<file path="config.mk">
export PLATFORM = sky130hd
export DESIGN_NAME = button_debouncer
export DESIGN_NICKNAME = d
export VERILOG_FILES = /design/src/rtl/debounce_pkg.sv /design/src/rtl/sync_2ff.sv /design/src/rtl/button_debouncer.sv
export SDC_FILE = /design/constraint.sdc
export NUM_CORES = 1
export LEC_CHECK = 0
export BUFFER_PORTS_ARGS = -buffer_cell sky130_fd_sc_hd__buf_2
export CAP_MARGIN = 20
export CORE_MARGIN = 2
export CORE_UTILIZATION = 54
export DETAILED_ROUTE_END_ITERATION = 10
export PLACE_DENSITY = 0.88
export SLEW_MARGIN = 25
export SYNTH_ARGS = -nofsm -noshare
export SYNTH_HDL_FRONTEND = slang
export SYNTH_SLANG_ARGS = --single-unit
</file>
<file path="constraint.sdc">
create_clock -name clk -period 2.2 [get_ports clk]
set_input_delay 0.44 -clock clk [delete_from_list [all_inputs] [get_ports clk]]
set_output_delay 0.44 -clock clk [all_outputs]
set_load 0.02 [all_outputs]
</file>
<file path="src/rtl/debounce_pkg.sv">
// Shared types and constants for the button debouncer.
// Debounce counter width, default qualification time and FSM states.
package debounce_pkg;

  localparam int DEBOUNCE_CNT_W      = 24;
  localparam int DEBOUNCE_CYCLES_DEF = 1_000_000;

  typedef logic [DEBOUNCE_CNT_W-1:0] db_cnt_t;

  typedef enum logic [1:0] {
    IDLE_LOW    = 2'd0,
    WAIT_HIGH   = 2'd1,
    STABLE_HIGH = 2'd2,
    WAIT_LOW    = 2'd3
  } db_state_t;

endpackage

</file>
<file path="src/rtl/sync_2ff.sv">
// Two-flop synchronizer for a single asynchronous input bit.
// Reusable for any slow asynchronous level input.
module sync_2ff (
  input  logic clk,
  input  logic reset,
  input  logic d,
  output logic q
);

  logic meta;

  always_ff @(posedge clk or negedge reset) begin
    if (!reset) begin
      meta <= 1'b0;
      q    <= 1'b0;
    end else begin
      meta <= d;
      q    <= meta;
    end
  end

endmodule

</file>
<file path="src/rtl/button_debouncer.sv">
// Debounces a raw button into a level plus press/release strobes.
// A level change is accepted after DEBOUNCE_CYCLES stable samples.
module button_debouncer
  import debounce_pkg::*;
#(
  parameter int DEBOUNCE_CYCLES = DEBOUNCE_CYCLES_DEF
) (
  input  logic                      clk,
  input  logic                      reset,
  input  logic                      button_in,
  output logic                      ButtonHold,
  output logic                      press_pulse,
  output logic                      release_pulse,
  output logic [DEBOUNCE_CNT_W-1:0] stable_count
);

  localparam db_cnt_t LAST = db_cnt_t'(DEBOUNCE_CYCLES - 1);
  localparam db_cnt_t ONE  = db_cnt_t'(1);

  logic      s;
  db_state_t state, state_n;
  db_cnt_t   cnt, cnt_n;
  logic      hold_n, press_n, rel_n;

  sync_2ff u_sync (
    .clk   (clk),
    .reset (reset),
    .d     (button_in),
    .q     (s)
  );

  always_comb begin
    state_n = state;
    cnt_n   = '0;
    unique case (state)
      IDLE_LOW: begin
        if (s) begin
          state_n = WAIT_HIGH;
          cnt_n   = ONE;
        end
      end
      WAIT_HIGH: begin
        if (!s) begin
          state_n = IDLE_LOW;
        end else if (cnt == LAST) begin
          state_n = STABLE_HIGH;
        end else begin
          cnt_n = cnt + ONE;
        end
      end
      STABLE_HIGH: begin
        if (!s) begin
          state_n = WAIT_LOW;
          cnt_n   = ONE;
        end
      end
      WAIT_LOW: begin
        if (s) begin
          state_n = STABLE_HIGH;
        end else if (cnt == LAST) begin
          state_n = IDLE_LOW;
        end else begin
          cnt_n = cnt + ONE;
        end
      end
      default: begin
        state_n = IDLE_LOW;
      end
    endcase
  end

  // Outputs are decoded from the next state so they land with it.
  always_comb begin
    hold_n  = (state_n == STABLE_HIGH) || (state_n == WAIT_LOW);
    press_n = (state == WAIT_HIGH) && (state_n == STABLE_HIGH);
    rel_n   = (state == WAIT_LOW) && (state_n == IDLE_LOW);
  end

  always_ff @(posedge clk or negedge reset) begin
    if (!reset) begin
      state         <= IDLE_LOW;
      cnt           <= '0;
      ButtonHold    <= 1'b0;
      press_pulse   <= 1'b0;
      release_pulse <= 1'b0;
    end else begin
      state         <= state_n;
      cnt           <= cnt_n;
      ButtonHold    <= hold_n;
      press_pulse   <= press_n;
      release_pulse <= rel_n;
    end
  end

  assign stable_count = cnt;

endmodule

</file>
### After elaboration in Yosys (flattened, before gate mapping)

Index checks and enable logic that the tools add are counted.

* register bits: 31
* input bits: 3
* output and inout bits: 27

* $add $sub $neg: 1
* equality and inequality tests: 6
* multiplexer cells: 13
* reduce and logical (&&, ||, !) cells: 5

Operator list (count)
* one-hot mux 24 bit (4 select lines): 1
* 2-to-1 mux 24 bit: 3
* adder 24 x 1 -> 24 bit (second input constant): 1
* == test 24 x 20 -> 1 bit (second input constant): 1
* 2-to-1 mux 2 bit: 6
* == test 2 bit (second input constant): 4
* one-hot mux 2 bit (4 select lines): 1
* logical NOT 2 bit: 2
* == test 2 x 1 -> 1 bit (second input constant): 1
* logical AND 1 bit: 2
* 2-to-1 mux 1 bit: 2
* logical OR 1 bit: 1

### Longest topological paths before layout

Gate-level depths: netlist (run 1).

* depth in word-level cells: 6
* depth in mapped cells: 6

### Hierarchy

A second synthesis (run 1) with hierarchy kept.

* cells, all modules: 143
* area total of the unflattened synthesis: 1524.0 um2

By module, submodules not included
* button_debouncer: instances 1, cells an instance 141, area each 1473.9 um2, seq. area each 700.7 um2
* sync_2ff: instances 1, cells an instance 2, area each 50.0 um2, seq. area each 50.0 um2

### Worst setup path before layout (run 1)

Ideal clock, no wire load.

* path kind: reg2reg
* from: register cnt[0], in the netlist stable_count[0]
* to: register cnt[22], in the netlist stable_count[22]
* library setup time: 0.073 ns
* data arrival time: 2.048 ns
* data required time: 2.127 ns
* setup slack: 0.079 ns
* cell stages (with the launch flop): 6
* period minus slack after synthesis: 2.121 ns
* path through: dfrtp_1 -> ha_1 -> nand2_1 -> or4_4 -> or4_4 -> a21oi_2

* longest elaborated chain between the ends: 4
* elaborated cells on any way between the ends: 6
* those cells by class: add/sub: 1; eq/ne: 1; mux: 4

RTL lines
* from (decl): RTL line button_debouncer.sv:22 `db_cnt_t cnt, cnt_n;`
* from (signal assigned): RTL line button_debouncer.sv:88 `cnt <= cnt_n;`
* adder 24 x 1 -> 24 bit / == test 24 x 20 -> 1 bit (equally long branches)
* 2-to-1 mux 24 bit (*): RTL line button_debouncer.sv:45, button_debouncer.sv:60
* 2-to-1 mux 24 bit (on tied branches): RTL line button_debouncer.sv:58, button_debouncer.sv:43
* one-hot mux 24 bit (4 select lines) (*): RTL line button_debouncer.sv:35 `unique case (state)`
* named net cnt_n[22]: RTL line button_debouncer.sv:22

Mark *: on every way through the listed nets, which the timed path passes. The rest lies on a longest branch.

### Worst setup path after layout (run 1)

* from: register cnt[1], in the netlist stable_count[1]
* to: register cnt[22], in the netlist stable_count[22]

Same word-level chain as after synthesis.

==> results.ini, run 1 <==
[timing]
finalSetupTns_ns = 0
fin_skew_ns = 0.00957
drv_slew = 0
rsz0062_at_grt = false
fin_crit_ns = 2.10
worst_slack_ns = 0.0959
max-slew-margin-rel_pct = 56.7
worst_slew_pin_slew_ns = 0.644
final_hold_viol_count = 0
setup_viol = 0
hold_ws_ns = 0.122
fmax_mhz = 475
fin_crit_sh_pct = 95.6

[final_layout]
finalNetCount = 189
multiInputGateArea_sq_um = 714
diodes = 0
final_cell_mix = 29 x dfrtp_1, 29 x buf_2, 14 x nor2_1
nFillCells = 226
register_area_sq_um = 752
drive_above_1_share_pct = 31.7
fin_cells = 217
fin_area_sq_um = 1800
area_delta_synth_final_pct = 19.6

[logic_synthesis]
synthFlopType = dfrtp_1
syn_area_sq_um = 1510
yosysTopAreaCellShare_pct = 49.8
synth_top_cell_by_area = dfrtp_1
synth.yosys.seq_area_share_pct = 49.8
syn-instance-count = 145
synth_edf_count = 0
ys_seq_elements = 30
syn_nets = 149
yosys-top-cells-area = dfrtp_1 50%, xnor2_1 4.6%, nor2_1 3.5%, a21oi_1 3.0%, nand4_1 2.9%
synth.distinct_cells = 39
yosysWarnings = 0
ys_async_sr_fraction_pct = 100
syn_avg_cell_area_sq_um = 10.4

[detailed_routing]
vias_per_cell = 5.96
num_vias = 1293
drtAntennaViolNets = 0
drt_pass1_iterations = 4
routed_wl_um = 3480
drt_iter0_drc = 63
post-route-drc-count = 0
detail_route.wl_per_cell_um = 16.0

[cts]
cts_tree = yes
clk-insertion-delay-late_ns = 0.33
cts_buffer_depth = 2
clk_pin_slew_worst_paths_ns = 0.10
clock-sinks = 30
cts_buffers = 5
postCtsSetupRepairBufs = 0
htreeDepth = 2
cts-root-buf = clkbuf_4

[global_route]
grtUsageTotal_pct = 23.2
gr-total-overflow = 0
grt_pass1_vias = 1221
antenna_found_initial = 0
grt_pass1_wl_um = 5760
grt_max_degree = 31

[place]
gp_congestion = 0.789
port_buffers = 29
post-place-ws_ns = 0.0468
dp_hpwl_um = 2420
placed_cell_area_sq_um = 1720
dp_cells = 209

[floorplan]
die_x_um = 56.8
start_util_pct = 55.6
rows = 19
num_io_pins = 30
dieArea_sq_um = 3230
die_h_um = 56.8
core_area_sq_um = 2710

[critical_path]
worst_path_max_delay_cell = or4_4
cp_slowest_stage_delay_ns = 0.58
start_kind = flop
critical_path_class = flop to flop
critical_path_peak_fanout = 5
crit_top_cell = or4_4
cp-end-kind = flop
crit_arrival_ns = 2.38
worstPathRequired_ns = 2.47
cp_cell_sequence = ha_2, nand2_1, or4_4, or4_4, a21oi_2

[job]
max_cap_violations = 0

[min_path]
min_path_type = input port to asynchronous set/reset pin

[pwr]
p_leak_nw = 0.805
vdd_drop_max_uv = 538
p_per_area_nw_per_um2 = 572

[status]
status = finished, final reports clean

synthesized netlist by cell type, types with 2 or more instances:
master / count
nand2_1: 11
inv_1: 4
nor3_1: 4
nor2_1: 14
nand4_1: 7
or3_1: 6
xor2_1: 5
buf_6: 2
o21ai_0: 7
nand3_1: 4
nor3b_1: 2
or4_4: 2
clkbuf_1: 2
xnor2_1: 8
and2_1: 3
dfrtp_1: 30
and3_1: 2
a21oi_1: 9
nor4_1: 3
what timing repair did:
action / CTS / global route
endpoints found under the setup margin: 0 / 20
hold buffers: 0 / 0
resized for setup: 0 / 2
through the flow:
step / total power, W / util (%)
floorplan: 0.000592 / -
global placement: 0.000611 / 63.5
detailed placement: 0.000613 / 63.5
CTS: 0.00104 / 66.4
global route: 0.00107 / 66.5
finish: 0.00103 / 66.5
metal layers:
metal / vias to the layer above / share of wire, % / track usage (%)
li1: 602 / - / -
met1: 630 / 42 / 29.7
met2: 53 / 51 / 38.9
met5: - / 0 / 0
met3: 8 / 6.1 / 5.53
met4: 0 / 1.4 / 7.31
critical path: cells and delay by family (launching register included):
| kind | cells | cell delay [ns] |
|---|---|---|
| compound gates | 1 | 0.14 |
| fa+ha+maj | 1 | 0.24 |
| flops | 1 | 0.42 |
| simple gates | 3 | 1.24 |
registers in the layout, summed over array words and instances (netlist names):
register and flops:
stable_count 24, ButtonHold 1, press_pulse 1, u_sync.q 1, release_pulse 1, u_sync.meta 1
state 1
final timing paths:
kind                                  from               end  slack [ns]  cells after the start
setup / recovery           stable_count[1]  stable_count[22]         0.1                      5
hold reg to reg                u_sync.meta          u_sync.q        0.36                      0
hold / removal                       reset  stable_count[20]        0.12                      1
setup reg to reg           stable_count[1]  stable_count[22]         0.1                      5
max in group asynchronous            reset   stable_count[1]        1.62                      1
min in group clk                 button_in       u_sync.meta        0.20                      1
kinds of logic after synthesis:
kind of cell | after synthesis | share of synthesized area (%)
mux | 1 | 0.747
simple gates | 70 | 29.0
fa+ha+maj | 1 | 0.830
compound gates | 22 | 9.05
buf+inv | 8 | 2.99
xor+xnor | 13 | 7.55
flops | 30 | 49.8
area by class of cell:
class,instances,share of cell area [%]
Sequential cell,30,41.7
Multi-Input combinational cell,107,39.6
Timing Repair Buffer,37,11.4
Clock inverter,3,2.22
Tap cell,31,2.15
Clock buffer,5,2.08
Inverter,4,0.833
power by group:
part	switching, W	internal, W
Clock	0.000193	0.000235
Sequential	0.00000515	0.000556
Combinational	0.0000286	0.0000127
Power figures use the tool's default switching activity.
==> run 2, diff against run 1 <==
Settings changed: RECOVER_POWER from default to 25.
==> run 2 against run 1 <==
- sequential power hardly changed
- largest cell class unchanged
- worst setup slack worse by 0.00073 ns
- sequential cell count stayed put
- the flow now finishes with violations (max-capacitance violations, max-slew violations)
- design area hardly changed
==> results.ini, run 2 (synthesis results as in run 1) <==
[detailed_routing]
routed_wl_um = 3470  ; -0.23%
num_vias = 1291  ; -0.15%
vias_per_cell = 5.95  ; -0.15%
drtAntennaViolNets = 0  ; unchanged
post-route-drc-count = 0  ; unchanged
detail_route.wl_per_cell_um = 16.0  ; -0.23%
drt_iter0_drc = 63  ; unchanged
drt_pass1_iterations = 4  ; unchanged

[floorplan]
start_util_pct = 55.6  ; unchanged
die_h_um = 56.8  ; unchanged
num_io_pins = 30  ; unchanged
die_x_um = 56.8  ; unchanged
dieArea_sq_um = 3230  ; unchanged
rows = 19  ; unchanged
core_area_sq_um = 2710  ; unchanged

[cts]
ctsHoldBuffers = 0  ; unchanged
clk-insertion-delay-late_ns = 0.33  ; about the same
clock-sinks = 30  ; unchanged
cts-root-buf = clkbuf_4
cts_resized = 0  ; unchanged
cts_buffers = 5  ; unchanged
cts_buffer_depth = 2  ; unchanged
htreeDepth = 2  ; unchanged
clk_pin_slew_worst_paths_ns = 0.10  ; about the same
cts_tree = yes
postCtsSetupRepairBufs = 0  ; unchanged

[critical_path]
crit_arrival_ns = 2.38  ; about the same
r2r_slack_ns = 0.1  ; about the same
r2r_cells = 5  ; unchanged
start_kind = flop
worstPathRequired_ns = 2.47  ; about the same
timing.rr.end = stable_count[22]
worst_path_max_delay_cell = or4_4
cp_cell_sequence = ha_2, nand2_1, or4_4, or4_4, a21oi_2
critical_path_peak_fanout = 5  ; unchanged
crit_top_cell = or4_4
r2r_start = stable_count[1]
critical_path_class = flop to flop
cp-end-kind = flop
cp_slowest_stage_delay_ns = 0.58  ; about the same

[final_layout]
largest_reg_flops = 24  ; unchanged
drive_above_1_share_pct = 31.2  ; -0.54 points
final_common_cell = dfrtp_1
nFillCells = 227  ; +0.44%
area_delta_synth_final_pct = 19.5  ; about the same
fin_cells = 217  ; unchanged
register_area_sq_um = 752  ; unchanged
fin_area_sq_um = 1800  ; about the same
finalNetCount = 189  ; unchanged
multiInputGateArea_sq_um = 714  ; unchanged
final_cell_mix = 29 x dfrtp_1, 28 x buf_2, 14 x nor2_1
diodes = 0  ; unchanged

[global_route]
grtUsageTotal_pct = 23.2  ; unchanged
grt_pass1_wl_um = 5760  ; unchanged
antenna_found_initial = 0  ; unchanged
gr-total-overflow = 0  ; unchanged
grt_pass1_vias = 1221  ; unchanged
grt_max_degree = 31  ; unchanged

[timing]
fin_crit_ns = 2.10  ; +0.000731 ns
finalSetupTns_ns = 0  ; unchanged
fmax_mhz = 475  ; about the same
setup_viol = 0  ; unchanged
worst_slew_pin_slew_ns = 1.57  ; +0.925 ns
max-slew-margin-rel_pct = -4.64  ; -61 points
hold_ws_ns = 0.202  ; +0.0798 ns
rsz0062_at_grt = false
final_hold_viol_count = 0  ; unchanged
drv_slew = 31  ; +31
fin_skew_ns = 0.00957  ; +0.000000220 ns
worst_slack_ns = 0.0951  ; -0.000731 ns
fin_crit_sh_pct = 95.7  ; about the same

[pwr]
p_per_area_nw_per_um2 = 572  ; about the same
vdd_drop_max_uv = 538  ; about the same
p_leak_nw = 0.802  ; -0.34%

[place]
dp_cells = 209  ; unchanged
dp_hpwl_um = 2420  ; unchanged
port_buffers = 29  ; unchanged
gp_congestion = 0.789  ; unchanged
placed_cell_area_sq_um = 1720  ; unchanged
post-place-ws_ns = 0.0468  ; unchanged

[min_path]
holdPathStages = 1
worstHoldEndpoint = u_sync.meta
min_path_type = input port to flop
hold_path_startpoint = button_in

[status]
status = finished with violations
violations = max-capacitance violations, max-slew violations

[job]
max_cap_violations = 1  ; +1

run 2: critical path: cells and delay by family, from the launching register on:
family                   cells  cell delay (ns)
AND/OR/NAND/NOR              3             1.24
flip-flops                   1             0.42
adder cells (fa/ha/maj)      1             0.24
AO/OA/AOI/OAI                1             0.14
run 2: worst max-delay path by stage:
stage                          from          endpoint  cells past startpoint
floorplan           stable_count[0]  stable_count[22]                      5
global placement    stable_count[1]  stable_count[22]                      5
detailed placement  stable_count[1]  stable_count[22]                      5
CTS                 stable_count[1]  stable_count[22]                      5
global route        stable_count[1]  stable_count[14]                      5
finish              stable_count[1]  stable_count[22]                      5
run 2: through the flow:
stage               power (W)  util (%)
global route          0.00107      66.5
global placement     0.000611      63.5
finish                0.00103      66.5
CTS                   0.00104      66.4
detailed placement   0.000613      63.5
floorplan            0.000592         -
run 2: cell type report:
type                       instances  area share, %
clock inverter                     3           2.22
clock buffer                       5           2.08
multi-input combinational        107           39.7
inverter                           4          0.833
timing repair buffer              37           11.3
tap                               31           2.15
sequential                        30           41.7
run 2: power by group:
group          internal, W   total, W  switching (W)
clock             0.000235   0.000428       0.000192
sequential        0.000556   0.000562     0.00000517
combinational    0.0000123  0.0000409      0.0000286
total             0.000804    0.00103       0.000226
run 2: metal layers:
metal	GRT usage, %	wire length, um	part of all wire (%)
met1	29.7	1470	42
met2	38.9	1760	51
met4	7.31	48	1.4
met5	0	0	0
met3	5.53	192	5.5
==> run 3, diff against run 2 <==
Settings changed: CTS_BUF_LIST from default to sky130_fd_sc_hd__clkbuf_16, TNS_END_PERCENT from default to 50.
==> run 3 against run 2 <==
- the run still ends with max-capacitance violations, max-slew violations left
- die area did not move
- clock power rose by 78%
- sequential power hardly changed
- first-iteration DRC count down 21%
- critical path depth is the same
- core utilization up 3.2 points
- combinational power is essentially flat
- worst hold slack gained 0.067 ns
- via count fell by 1.2%
- design area is 4.9% higher
- highest routed layer unchanged
==> results.ini, run 3 (synthesis results as in run 1) <==
[global_route]
grt_pass1_wl_um = 5910  ; +2.6%
grtUsageTotal_pct = 24.2  ; +0.99 points
gr-total-overflow = 0  ; unchanged
grt_max_degree = 31  ; unchanged
antenna_found_initial = 0  ; unchanged
grt_pass1_vias = 1265  ; +3.6%

[pwr]
combPwrFrac_pct = 3.0  ; -1.0 points
p_seq_share_pct = 41.2  ; -13 points
sw_frac_of_total_pct = 19.6  ; -2.3 points
vdd_drop_max_uv = 664  ; +23%
p_switching_w = 0.000268  ; +19%
clkPwrFrac_pct = 55.8  ; +14 points
p_per_area_nw_per_um2 = 724  ; +27%
p_leak_nw = 0.840  ; +4.8%
intPower_w = 0.00110  ; +37%

[timing]
fmax_mhz = 474  ; -0.25%
drv_slew = 31  ; unchanged
fin_crit_sh_pct = 95.9  ; +0.24 points
fin_skew_ns = 0.00412  ; -0.00545 ns
max-slew-margin-rel_pct = -5.45  ; -0.81 points
worst_slew_pin_slew_ns = 1.58  ; +0.0122 ns
finalSetupTns_ns = 0  ; unchanged
final_hold_viol_count = 0  ; unchanged
rsz0062_at_grt = false
fin_crit_ns = 2.11  ; +0.00538 ns
setup_viol = 0  ; unchanged

[detailed_routing]
wl_met2_um = 1850  ; +5.3%
wl_met1_um = 1510  ; +3.1%
drt_iter0_drc = 50  ; -21%
drtAntennaViolNets = 0  ; unchanged
route.met3.wl_um = 139  ; -28%
vias_per_cell = 5.88  ; -1.2%
post-route-drc-count = 0  ; unchanged
dr.max_layer_used = met4
detail_route.wl_per_cell_um = 16.5  ; +2.9%
drt_pass1_iterations = 4  ; unchanged
routed_wl_um = 3570  ; +2.9%
num_vias = 1275  ; -1.2%

[final_layout]
final_common_cell = dfrtp_1
final_cell_mix = 29 x dfrtp_1, 28 x buf_2, 14 x nor2_1
utilization_pct = 69.7  ; +3.2 points
finalNetCount = 189  ; unchanged
drive_above_1_share_pct = 31.2  ; unchanged
diodes = 0  ; unchanged
area_delta_synth_final_pct = 25.3
largest_reg_flops = 24  ; unchanged

[min_path]
hold_path_startpoint = button_in
worstHoldEndpoint = u_sync.meta
min_path_type = input port to flop
holdPathStages = 1  ; unchanged

[cts]
cts_tree = yes
cts_buffer_depth = 2  ; unchanged
cts-root-buf = clkbuf_16
postCtsSetupRepairBufs = 0  ; unchanged
clk_pin_slew_worst_paths_ns = 0.05  ; -0.05 ns
ctsHoldBuffers = 0  ; unchanged
htreeDepth = 2  ; unchanged
clock-sinks = 30  ; unchanged
cts_resized = 0  ; unchanged
clk-insertion-delay-late_ns = 0.28  ; -0.05 ns
cts_buffers = 5  ; unchanged

[place]
dp_hpwl_um = 2420  ; unchanged
port_buffers = 29  ; unchanged
gp_congestion = 0.789  ; unchanged

[critical_path]
critical_path_peak_fanout = 5  ; unchanged
cp-end-kind = flop
worstPathRequired_ns = 2.41  ; -0.06 ns
r2r_slack_ns = 0.09  ; about the same
critical_path_class = flop to flop
r2r_cells = 5  ; unchanged
start_kind = flop
r2r_start = stable_count[1]
crit_arrival_ns = 2.32  ; -0.06 ns
timing.rr.end = stable_count[22]

[floorplan]
rows = 19  ; unchanged
num_io_pins = 30  ; unchanged
core_area_sq_um = 2710  ; unchanged
die_h_um = 56.8  ; unchanged
dieArea_sq_um = 3230  ; unchanged
die_x_um = 56.8  ; unchanged
start_util_pct = 55.6  ; unchanged

[job]
max_cap_violations = 1  ; unchanged

[status]
status = finished with violations
violations = max-capacitance violations, max-slew violations

## run 3: cell counts in the layout (fill, tap and decap cells not counted)
No cell type changed its count.
## run 3: worst max-delay path by stage
stage / startpoint / endpoint / depth (start not counted)
finish: stable_count[1] / stable_count[22] / 5
global route: stable_count[5] / stable_count[7] / 5
CTS: stable_count[1] / stable_count[22] / 5
detailed placement: stable_count[1] / stable_count[22] / 5
global placement: stable_count[1] / stable_count[22] / 5
floorplan: stable_count[0] / stable_count[22] / 5
## run 3: layout make-up
type,count,area (sq um)
Fill cell,215,821
Inverter,4,15.0
Timing Repair Buffer,37,204
Clock inverter,3,40.0
Clock buffer,5,125
Sequential cell,30,752
Tap cell,31,38.8
Multi-Input combinational cell,107,714
## run 3: power groups by stage
| stage | sequential, W | combinational [W] | clock, W |
|---|---|---|---|
| 3_5_place_dp | 0.000572 | 0.0000414 | 0 |
| 2_1_floorplan | 0.000575 | 0.0000176 | 0 |
| 3_3_place_gp | 0.000571 | 0.0000403 | 0 |
| 4_1_cts | 0.000563 | 0.0000417 | 0.000772 |
| 6_report | 0.000563 | 0.0000409 | 0.000763 |
| 5_1_grt | 0.000563 | 0.0000468 | 0.000798 |
## run 3: per-stage QoR
step / instances / hold WS, ns / cell area (sq um) / setup slack (ns) / power, W
2_1_floorplan: 145 / 0.144 / 1510 / 0.0791 / 0.000592
3_3_place_gp: 209 / 0.333 / 1720 / 0.103 / 0.000611
3_5_place_dp: 209 / 0.336 / 1720 / 0.0468 / 0.000613
4_1_cts: 217 / 0.214 / 1890 / 0.0250 / 0.00138
5_1_grt: 217 / 0.262 / 1890 / 0.0353 / 0.00141
6_report: 217 / 0.268 / 1890 / 0.0898 / 0.00137
## run 3: layer usage
layer,vias to the layer above,track usage [%]
li1,599,-
met1,636,29.2
met2,32,40.7
met3,8,5.53
met4,0,11.6
met5,-,0
## run 3: worst max-delay path: stages (launching register included)
cell and delay (ns):
dfrtp_2 0.40, ha_2 0.24, nand2_1 0.14, or4_4 0.59, or4_4 0.53, a21oi_2 0.14
